$ cat src/rtl/snn_pkg.sv
// Shared SNN definitions: encoder/neuron FSM states and default widths.
// Used by spike_delta_encoder and the LIF neuron.
package snn_pkg;

    localparam int SNN_DATA_W    = 12;
    localparam int SNN_REFRACT_W = 8;

    typedef enum logic [1:0] {
        IDLE,
        EVAL,
        FIRE,
        GAP
    } snn_state_t;

endpackage

$ cat src/rtl/spk_refract_timer.sv
// Refractory down-counter: load a value, decrement on request, done at zero.
// Shared between the delta encoder and the LIF neuron.
module spk_refract_timer #(
    parameter int W = 8
) (
    input  logic         clk,
    input  logic         rst_n,
    input  logic         load,
    input  logic [W-1:0] load_val,
    input  logic         dec,
    output logic         done
);

    logic [W-1:0] cnt;

    always_ff @(posedge clk or negedge rst_n) begin
        if (!rst_n) begin
            cnt <= '0;
        end else if (load) begin
            cnt <= load_val;
        end else if (dec && cnt != '0) begin
            cnt <= cnt - 1'b1;
        end
    end

    assign done = (cnt == '0);

endmodule

$ cat src/rtl/spike_delta_encoder.sv
// Send-on-delta spike encoder with burst cap and refractory gap.
// Define SPIKE_ENC_BIPOLAR_EN to also emit spike_dn on downward crossings.
module spike_delta_encoder
    import snn_pkg::*;
#(
    parameter int DATA_W    = SNN_DATA_W,
    parameter int REFRACT_W = SNN_REFRACT_W,
    parameter int MAX_BURST = 8,
    parameter int CNT_W     = 16
) (
    input  logic                 clk,
    input  logic                 rst_n,
    input  logic                 sample_valid,
    output logic                 sample_ready,
    input  logic [DATA_W-1:0]    sample_data,
    input  logic [DATA_W-1:0]    delta_thresh,
    input  logic [REFRACT_W-1:0] refract,
    output logic                 spike_up,
    output logic                 spike_dn,
    output logic                 burst_sat,
    output logic [DATA_W-1:0]    baseline,
    output logic [CNT_W-1:0]     spike_cnt
);

    localparam int BW = $clog2(MAX_BURST + 1);
    localparam logic [BW-1:0] BURST_MAX = BW'(MAX_BURST);

    snn_state_t           state;
    logic [DATA_W-1:0]    target;
    logic [DATA_W-1:0]    delta;
    logic [REFRACT_W-1:0] rgap;
    logic [BW-1:0]        burst;
    logic [BW-1:0]        burst_inc;
    logic signed [DATA_W:0] d_up;
    logic signed [DATA_W:0] d_dn;
    logic signed [DATA_W:0] d_step;
    logic                 up_hit;
    logic                 dn_hit;
    logic                 tmr_load;
    logic                 tmr_done;

    assign d_up   = $signed({1'b0, target}) - $signed({1'b0, baseline});
    assign d_dn   = $signed({1'b0, baseline}) - $signed({1'b0, target});
    assign d_step = $signed({1'b0, delta});
    assign up_hit = (d_up >= d_step);
    assign dn_hit = (d_dn >= d_step);
    assign burst_inc = burst + 1'b1;

    // Timer is only loaded on the FIRE->GAP path, where rgap is nonzero.
    assign tmr_load = (state == FIRE) && (burst != BURST_MAX) && (rgap != '0);

    spk_refract_timer #(
        .W(REFRACT_W)
    ) u_timer (
        .clk     (clk),
        .rst_n   (rst_n),
        .load    (tmr_load),
        .load_val(rgap - 1'b1),
        .dec     (state == GAP),
        .done    (tmr_done)
    );

    always_ff @(posedge clk or negedge rst_n) begin
        if (!rst_n) begin
            state        <= IDLE;
            sample_ready <= 1'b0;
            target       <= '0;
            delta        <= '0;
            rgap         <= '0;
            burst        <= '0;
            spike_up     <= 1'b0;
            spike_dn     <= 1'b0;
            burst_sat    <= 1'b0;
            baseline     <= '0;
            spike_cnt    <= '0;
        end else begin
            spike_up  <= 1'b0;
            spike_dn  <= 1'b0;
            burst_sat <= 1'b0;
            unique case (state)
                IDLE: begin
                    sample_ready <= 1'b1;
                    if (sample_valid && sample_ready) begin
                        target       <= sample_data;
                        delta        <= delta_thresh;
                        rgap         <= refract;
                        burst        <= '0;
                        sample_ready <= 1'b0;
                        state        <= EVAL;
                    end
                end
                EVAL: begin
                    if (delta == '0) begin
                        baseline     <= target;
                        sample_ready <= 1'b1;
                        state        <= IDLE;
                    end else if (up_hit) begin
                        spike_up  <= 1'b1;
                        baseline  <= baseline + delta;
                        spike_cnt <= spike_cnt + 1'b1;
                        burst     <= burst_inc;
                        burst_sat <= (burst_inc == BURST_MAX);
                        state     <= FIRE;
                    end else if (dn_hit) begin
`ifdef SPIKE_ENC_BIPOLAR_EN
                        spike_dn  <= 1'b1;
                        baseline  <= baseline - delta;
                        spike_cnt <= spike_cnt + 1'b1;
                        burst     <= burst_inc;
                        burst_sat <= (burst_inc == BURST_MAX);
                        state     <= FIRE;
`else
                        baseline     <= target;
                        sample_ready <= 1'b1;
                        state        <= IDLE;
`endif
                    end else begin
                        sample_ready <= 1'b1;
                        state        <= IDLE;
                    end
                end
                FIRE: begin
                    if (burst == BURST_MAX) begin
                        baseline     <= target;
                        sample_ready <= 1'b1;
                        state        <= IDLE;
                    end else if (rgap == '0) begin
                        state <= EVAL;
                    end else begin
                        state <= GAP;
                    end
                end
                GAP: begin
                    if (tmr_done) begin
                        state <= EVAL;
                    end
                end
            endcase
        end
    end

endmodule

$ cat config.mk
export PLATFORM = sky130hd
export DESIGN_NAME = spike_delta_encoder
export DESIGN_NICKNAME = d
export VERILOG_FILES = /design/src/rtl/snn_pkg.sv /design/src/rtl/spk_refract_timer.sv /design/src/rtl/spike_delta_encoder.sv
export SDC_FILE = /design/constraint.sdc
export NUM_CORES = 1
export LEC_CHECK = 0
export ABC_AREA = 0
export CAP_MARGIN = 25
export CORE_ASPECT_RATIO = 1.4
export CORE_MARGIN = 4
export CORE_UTILIZATION = 35
export DETAILED_ROUTE_END_ITERATION = 16
export PLACE_DENSITY = 0.68
export SYNTH_ARGS = -nofsm -noshare
export SYNTH_HDL_FRONTEND = slang
export SYNTH_SLANG_ARGS = --single-unit
$ cat constraint.sdc
create_clock -name clk -period 4 [get_ports clk]
set_input_delay 1.2 -clock clk [delete_from_list [all_inputs] [get_ports clk]]
set_output_delay 1.2 -clock clk [all_outputs]
set_load 0.1 [all_outputs]
Yosys cells after proc, flatten, opt, wreduce, memory -nomap -nowiden:

Index checks and enable logic that the tools add are counted.

* logic and storage cells: 83
* bits of input ports: 35
* register bits after elaboration: 77
* output and inout port bits: 32

* magnitude comparators: 2
* mux-type cells: 29
* equality and inequality tests: 13
* add/sub/neg operators: 7
* bitwise operators: 1
* reduce and logical (&&, ||, !) cells: 20

Operators by type and width (number)
* $mux W12: 4
* $ge A13 B13 Y1: 2
* $sub A12 B12 Y13: 2
* $pmux W12 S2: 1
* $add A16 B1 Y16 const B: 1
* $logic_not A8 Y1: 2
* $mux W8: 2
* $reduce_bool A8 Y1: 2
* $sub A8 B1 Y8 const B: 2
* $add A12 B12 Y12: 1
* $logic_not A12 Y1: 1
* $mux W2: 6
* $mux W4: 3
* $mux W1: 10
* $reduce_and A3 Y1: 3
* $eq A4 B4 Y1 const B: 2
* $ne A2 B2 Y1 const B: 4
* $ne A4 B4 Y1 const B: 2
* $pmux W2 S4: 1
* $pmux W4 S2: 1
* $reduce_bool A2 Y1: 3
* $add A4 B1 Y4 const B: 1
* $eq A2 B2 Y1 const B: 2
* $logic_and A1 B1 Y1: 4
* other kinds (9): 10

Logic depth before layout (Yosys ltp):

* depth after elaboration: 6
* mapped depth: 19
* gate-level depth less buffers: 18

By module:

Synthesis repeated with hierarchy kept, for this count alone.

* cell total of the unflattened synthesis: 623
* area total of the unflattened synthesis: 5783.0 sq um

By module, submodules not included
* spike_delta_encoder: area an instance 5255.0 sq um, cells each 565, seq. area each 1726.7 sq um, instances 1
* spk_refract_timer: area an instance 528.0 sq um, cells each 58, seq. area each 200.2 sq um, instances 1

Worst setup path before layout:

No wires, ideal clock.

* kind: register to register
* from: reg baseline[1]
* to: reg spike_cnt[15]
* data required time: 3.839 ns
* arrival: 4.594 ns
* path buffers: 1
* cell stages (with the launch flop): 18
* period minus slack after synthesis: 4.755 ns
* library setup time: 0.161 ns
* slack: -0.755 ns
* path through: dfrtp_1 > inv_1 > fa_1 > a211o_1 > a211o_1 > a21oi_1 > o21ba_2 > o21bai_1 > a21oi_1 > xnor2_1 > ha_1 > o21a_1 > o21ai_0 > a22oi_1 > nand4_1 > buf_2 > nor4_1 > xor2_1

* longest elaborated chain between the ends: 3

RTL lines
* start, declared: line spike_delta_encoder.sv:21 `output logic [DATA_W-1:0] baseline,`
* start signal, assigned: line spike_delta_encoder.sv:94 `baseline <= target;`
* start signal, assigned: line spike_delta_encoder.sv:99 `baseline <= baseline + delta;`
* start signal, assigned: line spike_delta_encoder.sv:113 `baseline <= target;`
* $sub A12 B12 Y13: line spike_delta_encoder.sv:42 `assign d_up = $signed({1'b0, target}) - $signed({1'b0, baseline});`
* $ge A13 B13 Y1: line spike_delta_encoder.sv:45 `assign up_hit = (d_up >= d_step);`
* $reduce_and A3 Y1 (no line)
* end signal, assigned: line spike_delta_encoder.sv:100 `spike_cnt <= spike_cnt + 1'b1;`
* end, declared: line spike_delta_encoder.sv:22 `output logic [CNT_W-1:0] spike_cnt`

No other way between the ends.
A chain may end at the register's enable or synchronous reset.

Worst setup path after layout:

* from: reg target[0]
* to: reg baseline[10]

* longest elaborated chain between the ends: 5
* elaborated cells on any way between the ends: 9
* classes of those cells: add/sub: 2; order compare: 2; eq/ne: 1; mux: 3; reduce/logical: 1

RTL lines
* start, declared: line spike_delta_encoder.sv:29 `logic [DATA_W-1:0] target;`
* start signal, assigned: line spike_delta_encoder.sv:84 `target <= sample_data;`
* $sub A12 B12 Y13: line spike_delta_encoder.sv:42
* $ge A13 B13 Y1: line spike_delta_encoder.sv:45
* $mux W12: line spike_delta_encoder.sv:97 `end else if (up_hit) begin`
* $mux W12: line spike_delta_encoder.sv:93 `if (delta == '0) begin`
* $pmux W12 S2: line spike_delta_encoder.sv:80 `unique case (state)`

Several ways; a longest one is shown, not always the timed one.

==> load_flow_metrics.sql <==
INSERT INTO impl_metrics (metric_group, metric, value, unit) VALUES
('drt', 'firstDrtPassIters', '4', ''),
('yosys', 'postSynthNetCount', '726', ''),
('floorplan', 'floorplan.initialDensity', '0.360', ''),
('drt', 'post_drt_via_cell_ratio', '5.38', ''),
('clock_network', 'clk_pin_slew', '0.07', 'ns'),
('sta', 'report.final.hold_viol_count', '0', ''),
('cells_and_area', 'antenna_cells_inserted', '0', ''),
('placed_design', 'place_worst_setup_slack', '-0.0544', 'ns'),
('yosys', 'ys_async_sr_fraction', '1.00', ''),
('sta', 'rsz0062_at_grt', 'true', ''),
('yosys', 'synth-edff-count', '0', ''),
('yosys', 'synth_sequential_area_ratio', '0.327', ''),
('yosys', 'synthesis.yosys.warnings', '0', ''),
('cells_and_area', 'total_nets_final', '825', ''),
('worst_setup_path', 'worst_setup_path_start_kind', 'flip-flop', ''),
('yosys', 'synth-xor-area-share', '0.0744', ''),
('worst_setup_path', 'r2r.worst_path.cells', '21', ''),
('yosys', 'synth_adder_area_share', '0.155', ''),
('worst_setup_path', 'critPathArrivalTime', '4.21', 'ns'),
('drt', 'initialDrtViolationCount', '209', ''),
('sta', 'fin_hold_ws', '0.464', 'ns'),
('sta', 'layout_worst_path_cycle_share', '1.00', ''),
('yosys', 'postSynth.topFlopCell', 'dfrtp_1', ''),
('worst_setup_path', 'worst_reg2reg_startpoint', 'target[0]', ''),
('yosys', 'simple_gate_fraction_of_synth_area', '0.134', ''),
('floorplan', 'design.core.area', '0.0164', 'mm²'),
('clock_network', 'clock_insertion_delay_worst_skew', '0.34', 'ns'),
('yosys', 'main_combinational_cell_family_by_area_after_synthesis', 'adder cells', ''),
('sta', 'relSlewSlack', '0.349', ''),
('sta', 'drv_slew', '0', ''),
('global_routing', 'grt_max_degree', '52', ''),
('yosys', 'synth_seq_cells', '77', ''),
('clock_network', 'hold_buffers', '0', ''),
('worst_setup_path', 'path_buf_inv', '5', ''),
('clock_network', 'cts_tree', 'built', ''),
('floorplan', 'die-height', '161', 'µm'),
('worst_setup_path', 'worst_r2r_end', 'baseline[10]', ''),
('floorplan', 'boundaryPins', '67', ''),
('worst_setup_path', 'worst_ep_required_time', '4.21', 'ns'),
('sta', 'setup_viol_count_final', '0', ''),
('worst_setup_path', 'r2r_setup_slack', '0.002', 'ns'),
('drt', 'wirelength', '15800', 'µm'),
('cells_and_area', 'areaGrowthSynthToFinish', '29.1', '%'),
('worst_setup_path', 'critPathMaxFanout', '6', ''),
('clock_network', 'clockRootBuffer', 'clkbuf_16', ''),
('placed_design', 'placedCellCount', '895', ''),
('sta', 'finalCriticalPeriod', '4.00', 'ns'),
('clock_network', 'cts_htree_levels', '3', ''),
('worst_setup_path', 'crit_path_end_kind', 'flip-flop', ''),
('worst_setup_path', 'worstPathCellList', 'inv_2 > ha_4 > inv_4 > fa_2 > a211o_1 > a211o_1 > a21oi_2 > o21ba_4 > o21bai_1 > a21oi_1 > xnor2_1 > ha_2 > or3_4 > a221oi_2 > a22oi_2 > buf_4 > buf_6 > a21boi_4 > a21oi_4 > buf_6 > mux2i_1', ''),
('worst_setup_path', 'worst_path_dominant_cell_family', 'compound AO/OA/AOI/OAI gates', ''),
('clock_network', 'cts-buffers-inserted', '9', ''),
('worst_setup_path', 'timing.setup.critical_path_class', 'flip-flop to flip-flop', ''),
('global_routing', 'grt_pass1_vias', '5032', ''),
('cells_and_area', 'instances_no_fill', '923', ''),
('drt', 'dr_total_vias', '4963', ''),
('sta', 'worst_slew_pin_slew', '0.973', 'ns'),
('global_routing', 'globalRouteTotalUtil', '0.164', ''),
('yosys', 'avgSynthCellArea', '9.50', 'µm²'),
('worst_hold_path', 'hold_path_depth', '1', ''),
('cells_and_area', 'layout.filler_cells', '1544', ''),
('worst_hold_path', 'hold_critical_path_endpoint', 'spike_cnt[15]', ''),
('drt', 'detail_route.wl_per_cell', '17.1', 'µm'),
('status', 'status', 'complete, no violations', ''),
('placed_design', 'replace_congestion', '0.872', ''),
('placed_design', 'detailed_place_hpwl', '12100', 'µm'),
('yosys', 'muxShareOfSynthArea', '0.116', ''),
('clock_network', 'cts-root-to-sink-buffers', '2', ''),
('sta', 'timing_limited_maximum_frequency', '0.250', 'GHz'),
('global_routing', 'number_of_antenna_violations_at_the_first_check_in_global_routing', '0', ''),
('drt', 'remaining_routing_drc_violations', '0', '');
## cell usage in the layout, fill, tap and decap left out, drive strengths merged, types with 13 or more instances in the layout
cell type / n
xor2: 26
xnor2: 24
nand2: 32
inv: 59
clkdlybuf4s50: 41
mux2i: 30
nor2: 39
mux2: 34
ha: 68
buf: 63
a21oi: 41
o21ai: 24
nor3: 13
dfrtp: 77
## state kept, by name, indices dropped and copies added, names as in the netlist
register,count
state,2
delta,12
baseline,12
sample_ready,1
spike_cnt,16
rgap,8
u_timer.cnt,8
spike_up,1
burst_sat,1
burst,4
target,12
## synth_stat cells, types with 11 or more instances
| cell | n | area share |
|---|---|---|
| dfrtp_1 | 77 | 0.33 |
| ha_1 | 68 | 0.14 |
| inv_1 | 58 | 0.037 |
| a21oi_1 | 41 | 0.035 |
| nor2_1 | 39 | 0.025 |
| mux2_2 | 33 | 0.063 |
| nand2_1 | 32 | 0.020 |
| mux2i_1 | 30 | 0.051 |
| xor2_1 | 26 | 0.039 |
| xnor2_1 | 24 | 0.036 |
| o21ai_0 | 21 | 0.018 |
| nand4_1 | 12 | 0.013 |
| a21o_1 | 11 | 0.014 |
| nor3_1 | 11 | 0.0093 |
| nor4_1 | 11 | 0.012 |
## metrics by stage
stage	instance area [µm²]	setup TNS, ns	utilization
2_1_floorplan	6010	-0.322	-
3_3_place_gp	6970	0	0.426
3_5_place_dp	6970	-0.392	0.426
4_1_cts	7370	-0.0154	0.450
5_1_grt	7600	-3.89	0.464
6_report	7600	0	0.464
## metal layers
| layer | vias to the layer above | share of wire | GRT usage |
|---|---|---|---|
| met1 | 2452 | 0.41 | 0.190 |
| met4 | 0 | 0.024 | 0.0565 |
| li1 | 2400 | - | - |
| met5 | - | 0 | 0 |
| met2 | 86 | 0.53 | 0.305 |
| met3 | 25 | 0.027 | 0.0266 |
## kinds of logic (layout without fill, tap and decap cells)
logic type	count (synthesis)	in the layout
and+or+nand+nor	154	154
AOI/OAI and AO/OA	129	129
DFF	77	77
buffers and inverters	74	178
adders and majority gates	71	71
muxes	64	64
xor gates and xnor gates	50	50
other	1	1
## what timing repair did
item                                   CTS  global route
pin swaps                                6            26
setup endpoints to repair               27            35
buffers inserted                         2             9
endpoints found under the hold margin    0             0
gates resized for setup                 11            32
gates cloned                             0             1
## area by class of cell
type / count / area [µm²] / share of cell area
Multi-Input combinational cell: 469 / 3900 / 0.513
Sequential cell: 77 / 1940 / 0.255
Timing Repair Buffer: 104 / 950 / 0.125
Tap cell: 199 / 249 / 0.0328
Clock buffer: 10 / 229 / 0.0301
Inverter: 58 / 220 / 0.0290
Clock inverter: 6 / 111 / 0.0146
## worst max-delay path by stage
| stage | startpoint | end | slack, ns | cells after the start |
|---|---|---|---|---|
| final | target[0] | baseline[10] | 0.002 | 21 |
| after CTS | target[0] | spike_cnt[15] | -0.006 | 20 |
| after floorplan | baseline[0] | spike_cnt[1] | -0.04 | 17 |
| after global placement | target[0] | spike_cnt[1] | 0.05 | 16 |
| after detailed placement | target[0] | spike_cnt[1] | -0.05 | 17 |
| after global routing | target[0] | baseline[10] | -0.22 | 21 |
Power is left out: the tool's default activity adds up to more than one toggle a clock period on the data nets, which glitch-free logic cannot reach.
